==> src/rtl/fwd_pkg.sv <==
// Shared types and defaults for the forwarding scoreboard.
// Entry metadata lives here; payload width is set by the top.
package fwd_pkg;

    localparam int DEF_XLEN  = 64;
    localparam int DEF_DEPTH = 8;
    localparam int TAG_W     = $clog2(DEF_DEPTH);

    typedef logic [4:0] reg_addr_t;

    // Data is kept in a separate XLEN-wide array so XLEN stays a free parameter.
    typedef struct packed {
        logic      valid;
        reg_addr_t rd;
        logic      ready;
    } fwd_entry_t;

    function automatic logic rd_match(input reg_addr_t a, input reg_addr_t b);
        return (a != '0) && (a == b);
    endfunction

endpackage

==> src/rtl/fwd_match.sv <==
// Youngest-match search for one operand port, with same-cycle result bypass.
// Scans backwards from tail-1 so the first valid hit is the youngest writer.
module fwd_match
    import fwd_pkg::*;
#(
    parameter int XLEN  = DEF_XLEN,
    parameter int DEPTH = DEF_DEPTH,
    localparam int TW   = $clog2(DEPTH)
) (
    input  logic [DEPTH-1:0]           valid,
    input  logic [DEPTH-1:0]           ready,
    input  logic [DEPTH-1:0][4:0]      rd,
    input  logic [DEPTH-1:0][XLEN-1:0] data,
    input  logic [TW-1:0]              tail,
    input  reg_addr_t                  rs,
    input  logic                       res_valid,
    input  logic [TW-1:0]              res_tag,
    input  logic [XLEN-1:0]            res_data,
    output logic                       hit,
    output logic                       stall,
    output logic [XLEN-1:0]            fwd
);

    logic          found;
    logic [TW-1:0] sel;
    logic [TW-1:0] idx;

    always_comb begin
        found = 1'b0;
        sel   = '0;
        idx   = '0;
        for (int k = 0; k < DEPTH; k++) begin
            idx = tail - TW'(1) - TW'(k);
            if (!found && valid[idx] && rd_match(rd[idx], rs)) begin
                found = 1'b1;
                sel   = idx;
            end
        end
    end

    always_comb begin
        hit   = found;
        stall = 1'b0;
        fwd   = '0;
        if (found) begin
            if (ready[sel]) begin
                fwd = data[sel];
            end else if (res_valid && res_tag == sel) begin
                fwd = res_data;
            end else begin
                stall = 1'b1;
            end
        end
    end

endmodule

==> src/rtl/fwd_scoreboard.sv <==
// In-order writer table: allocates tags at decode, collects out-of-order
// results, retires in order and forwards youngest values to operand queries.
module fwd_scoreboard
    import fwd_pkg::*;
#(
    parameter int XLEN  = DEF_XLEN,
    parameter int DEPTH = DEF_DEPTH,
    parameter int NRD   = 2,
    localparam int TW   = $clog2(DEPTH)
) (
    input  logic                      clk,
    input  logic                      rst_n,
    input  logic                      alloc_valid,
    input  logic [4:0]                alloc_rd,
    output logic                      alloc_ready,
    output logic [TW-1:0]             alloc_tag,
    input  logic                      res_valid,
    input  logic [TW-1:0]             res_tag,
    input  logic [XLEN-1:0]           res_data,
    output logic                      wb_valid,
    output logic [4:0]                wb_rd,
    output logic [XLEN-1:0]           wb_data,
    input  logic                      wb_ready,
    input  logic                      flush,
    input  logic [NRD-1:0][4:0]       rs_addr,
    output logic [NRD-1:0]            fwd_hit,
    output logic [NRD-1:0][XLEN-1:0]  fwd_data,
    output logic [NRD-1:0]            fwd_stall,
    output logic                      stall_any,
    output logic [TW:0]               count
);

    fwd_entry_t      ent [DEPTH];
    logic [XLEN-1:0] dat [DEPTH];
    logic [TW-1:0]   head;
    logic [TW-1:0]   tail;
    logic [TW:0]     cnt;

    logic alloc_fire;
    logic retire;
    logic res_take;

    logic [DEPTH-1:0]           v_vec;
    logic [DEPTH-1:0]           r_vec;
    logic [DEPTH-1:0][4:0]      rd_vec;
    logic [DEPTH-1:0][XLEN-1:0] d_vec;

    // Full means the top count bit is set; never looks at this cycle's retire.
    assign alloc_ready = ~cnt[TW];
    assign alloc_tag   = tail;
    assign count       = cnt;
    assign alloc_fire  = alloc_valid & alloc_ready;

    assign wb_valid = ent[head].valid & ent[head].ready & ~flush;
    assign wb_rd    = ent[head].rd;
    assign wb_data  = dat[head];
    assign retire   = wb_valid & wb_ready;

    assign res_take = res_valid & ent[res_tag].valid & ~ent[res_tag].ready;

    always_ff @(posedge clk or negedge rst_n) begin
        if (!rst_n) begin
            for (int i = 0; i < DEPTH; i++) begin
                ent[i] <= '0;
                dat[i] <= '0;
            end
            head <= '0;
            tail <= '0;
            cnt  <= '0;
        end else if (flush) begin
            for (int i = 0; i < DEPTH; i++) begin
                ent[i].valid <= 1'b0;
                ent[i].ready <= 1'b0;
            end
            head <= '0;
            tail <= '0;
            cnt  <= '0;
        end else begin
            if (res_take) begin
                ent[res_tag].ready <= 1'b1;
                dat[res_tag]       <= res_data;
            end
            if (retire) begin
                ent[head].valid <= 1'b0;
                ent[head].ready <= 1'b0;
                head            <= head + TW'(1);
            end
            if (alloc_fire) begin
                ent[tail] <= '{valid: 1'b1, rd: alloc_rd, ready: 1'b0};
                dat[tail] <= '0;
                tail      <= tail + TW'(1);
            end
            unique case ({alloc_fire, retire})
                2'b10:   cnt <= cnt + (TW+1)'(1);
                2'b01:   cnt <= cnt - (TW+1)'(1);
                default: cnt <= cnt;
            endcase
        end
    end

    always_comb begin
        for (int i = 0; i < DEPTH; i++) begin
            v_vec[i]  = ent[i].valid;
            r_vec[i]  = ent[i].ready;
            rd_vec[i] = ent[i].rd;
            d_vec[i]  = dat[i];
        end
    end

    for (genvar g = 0; g < NRD; g++) begin : g_port
        fwd_match #(
            .XLEN  (XLEN),
            .DEPTH (DEPTH)
        ) u_match (
            .valid     (v_vec),
            .ready     (r_vec),
            .rd        (rd_vec),
            .data      (d_vec),
            .tail      (tail),
            .rs        (rs_addr[g]),
            .res_valid (res_valid),
            .res_tag   (res_tag),
            .res_data  (res_data),
            .hit       (fwd_hit[g]),
            .stall     (fwd_stall[g]),
            .fwd       (fwd_data[g])
        );
    end

    assign stall_any = |fwd_stall;

endmodule

==> config.mk <==
export PLATFORM = sky130hd
export DESIGN_NAME = fwd_scoreboard
export DESIGN_NICKNAME = d
export VERILOG_FILES = /design/src/rtl/fwd_pkg.sv /design/src/rtl/fwd_match.sv /design/src/rtl/fwd_scoreboard.sv
export SDC_FILE = /design/constraint.sdc
export NUM_CORES = 2
export LEC_CHECK = 0
export ABC_CLOCK_PERIOD_IN_PS = 18350
export CAP_MARGIN = 25
export CORE_ASPECT_RATIO = 0.75
export CORE_MARGIN = 2
export CORE_UTILIZATION = 42
export DETAILED_ROUTE_END_ITERATION = 10
export PLACE_DENSITY_LB_ADDON = 0.15
export REMOVE_ABC_BUFFERS = 1
export SETUP_SLACK_MARGIN = 0.1
export SLEW_MARGIN = 20
export SYNTH_ARGS = -nofsm -noshare
export SYNTH_HDL_FRONTEND = slang
export SYNTH_HIERARCHICAL = 1
export SYNTH_SLANG_ARGS = --single-unit
==> constraint.sdc <==
create_clock -name clk -period 18.35 [get_ports clk]
set_clock_uncertainty 0.2 [all_clocks]
set_input_delay 3.67 -clock clk [delete_from_list [all_inputs] [get_ports clk]]
set_output_delay 3.67 -clock clk [all_outputs]
set_load 0.03 [all_outputs]
==> impl_metrics.env <==
export IMPL_synthTopCellsByArea="dfrtp_1 32%, a32o_1 7.2%, mux2_2 6.2%, mux4_2 6.1%, a21oi_1 5.8%"
export IMPL_avgSynthCellArea_um2=9.11
export IMPL_drc=0
export IMPL_place_hpwl_mm=119
export IMPL_clock_latency_ns=0.64
export IMPL_hold_viol=0
export IMPL_die_area_um2=110000
export IMPL_htree_levels=3
export IMPL_die_y_um=288
export IMPL_netlist_area_um2=45200
export IMPL_synthToLayoutAreaGrowth_pct=12.6
export IMPL_end_kind="output pin"
export IMPL_grt_antenna_before_repair=4
export IMPL_synth_top_area_cell="dfrtp_1"
export IMPL_clockPowerShare=0.312
export IMPL_ys_types=91
export IMPL_crit_type="input pin to output pin"
export IMPL_p_leak_nw=18.9
export IMPL_drtIter0Drc=7508
export IMPL_cp_data_required_time_ns=14.48
export IMPL_synth_seq_area_share=0.320
export IMPL_cts_setup_buffers=0
export IMPL_fin_hold_ws_ns=0.348
export IMPL_tightest_slew_ns=1.29
export IMPL_slew_headroom=0.117
export IMPL_ios=299
export IMPL_synth_top_area_frac=0.320
export IMPL_wl_mm=216
export IMPL_worstPathArrival_ns=10.84
export IMPL_start_util=0.423
export IMPL_ctsResizeCount=0
export IMPL_cts_tree="done"
export IMPL_path_clk_slew_ns=0.06
export IMPL_p_switching_mw=1.63
export IMPL_pwr_share_seq=0.381
export IMPL_grt_max_degree=194
export IMPL_cts_sinks=578
export IMPL_hold_start="d_vec[454]$_DFFE_PN0N_"
export IMPL_grt_pass1_vias=44645
export IMPL_grt_pass1_wl_mm=314
export IMPL_num_vias=47545
export IMPL_grt_use_total=0.378
export IMPL_internal_power_mw=2.80
export IMPL_multi_input_area_um2=27700
export IMPL_outcome="finished clean"
export IMPL_fp_row_count=104
export IMPL_setup_viol=0
export IMPL_nFillCells=10246
export IMPL_ys_warn_count=6
export IMPL_cts_max_path_buffers=3
export IMPL_period_share=0.802
export IMPL_crit_start="rs_addr[9]"
export IMPL_switching_share=0.368
export IMPL_synth_seq_cells=578
export IMPL_num_nets_final=4933
export IMPL_synthFlopType="dfrtp_1"
export IMPL_rsz0062_at_grt="false"
export IMPL_path_max_fanout=48
export IMPL_combPwrFrac=0.307
export IMPL_ir_worst_vdd_v=0.0000582
export IMPL_dr_pass1_iters=8
export IMPL_cts_root_buf="clkbuf_16"
export IMPL_die_w_um=383
export IMPL_hold_buffers=0
export IMPL_ant_nets=0
export IMPL_syn_instance_count=4961
export IMPL_io_buffers=298
export IMPL_postSynth_asyncResetShare=1.00
export IMPL_hp_class="flop to flop"
export IMPL_drv_slew=0
export IMPL_routedWlPerCell_um=34.2
export IMPL_fmax_mhz=68.0
export IMPL_synth_edf_count=0
export IMPL_gp_congestion=0.938
export IMPL_max_cap_viol_count=0
export IMPL_cts_inserted_buffers=67
export IMPL_avgViaCountPerCell=7.53
export IMPL_layout_drive_gt1_share=0.148
export IMPL_post_route_util=0.476
export IMPL_regArea_um2=14500
export IMPL_fin_crit_ns=14.71
export IMPL_critPathLaunchType="input pin"
export IMPL_overflow=0
export IMPL_reg2reg_from="head[2]$_DFFE_PN0P_"
export IMPL_coreArea_um2=107000
export IMPL_power_density_nw_per_um2=87.0
critical path, cell delays in order:
cell,delay (ns)
clkdlybuf4s50_1,0.69
or4_1,0.62
a211oi_1,0.25
a311oi_2,0.12
a22oi_2,0.31
nor4b_1,0.46
clkbuf_2,0.24
nand3_4,0.55
nand2_4,0.73
buf_4,0.70
mux2_2,0.40
a2111oi_0,1.11
o22ai_1,0.21
clkdlybuf4s50_1,0.66
cell usage after synthesis, types with 16 or more instances:
master and instances:
nor4_1 16, dfrtp_1 578, a221o_1 93, mux2_2 247, buf_6 37, a22oi_1 46, o211ai_1 20, a2111oi_0 132
nor2_1 99, nand2b_1 30, xor2_1 25, a21oi_1 520, inv_1 146, a221oi_1 17, nor3_1 43, o22ai_1 117
xnor2_1 49, mux4_2 122, nand3_1 420, o22ai_2 24, buf_1 113, a32o_1 323, nand2_1 252, o21ai_0 470
buf_2 52, a22o_1 133, mux2i_1 148, mux4_1 16, clkbuf_1 412
metrics by stage:
stage          setup TNS [ns]  total power, mW  cell area (µm²)  setup WS, ns  cells
6_report                    0             4.43            50900          3.64   6316
5_1_grt                     0             4.58            50900          3.76   6315
4_1_cts                     0             4.38            50800          3.70   6307
3_5_place_dp                0             3.01            48600          3.75   6191
3_3_place_gp                0             2.99            48500          3.67   6184
2_1_floorplan         -400.72             2.50            42400         -3.15   4331
cell type report:
cell class,count,area share
multi-input cells,3604,0.544
repair buffers,437,0.0830
inverters,149,0.0110
clock buffers,98,0.0388
diodes,1,0.0000491
clock inverters,18,0.00344
well taps,1431,0.0352
flip-flops and latches,578,0.284
logic make-up after synthesis:
| kind of cell | after synthesis | synth area share |
|---|---|---|
| fa+ha+maj | 8 | 0.00221 |
| buf+inv | 779 | 0.0755 |
| simple gates | 959 | 0.104 |
| flops | 578 | 0.320 |
| compound gates | 2022 | 0.316 |
| mux | 533 | 0.164 |
| xor+xnor | 82 | 0.0182 |
cell usage in the layout (no fill, tap or decap), drive strengths merged, types with 51 or more instances in the layout:
cell type / n
a2111oi: 136
a21oi: 522
a221o: 93
a22o: 133
a32o: 323
buf: 139
clkbuf: 100
clkdlybuf4s50: 296
dfrtp: 578
inv: 149
mux2: 247
mux2i: 148
mux4: 138
nand2: 252
nand3: 420
nor2: 99
o21ai: 478
o22ai: 141
xnor2: 51
worst paths after layout:
path	to	slack, ns	cells past startpoint
setup / recovery	fwd_data[113]	3.64	14
hold / removal	d_vec[454]$_DFFE_PN0N_	0.35	1
setup reg to reg	count[3]$_DFFE_PN0P_	13.13	11
hold reg to reg	d_vec[454]$_DFFE_PN0N_	0.35	1
max in group asynchronous	alloc_tag[0]$_DFFE_PN0P_	12.44	4
min in group asynchronous	d_vec[469]$_DFFE_PN0N_	2.85	1
per-layer routing:
metal	GRT usage	wire length, µm	vias to the layer above
li1	-	-	19181
met1	0.522	84300	23316
met2	0.523	88200	4275
met3	0.136	33200	765
met4	0.174	10400	8
met5	0.0135	200	-
power by group through the flow:
stage	registers (mW)	logic, mW	clock network [mW]
after global placement	1.69	1.30	0
after detailed placement	1.69	1.31	0
after CTS	1.67	1.32	1.39
after global routing	1.71	1.43	1.44
after floorplan	1.61	0.888	0
final	1.69	1.36	1.38
state kept, by name, indices dropped and copies added (netlist names):
signal / cells
alloc_tag: 3
head: 3
count: 4
ent: 56
d_vec: 512
(Power assumes the default switching activity.)
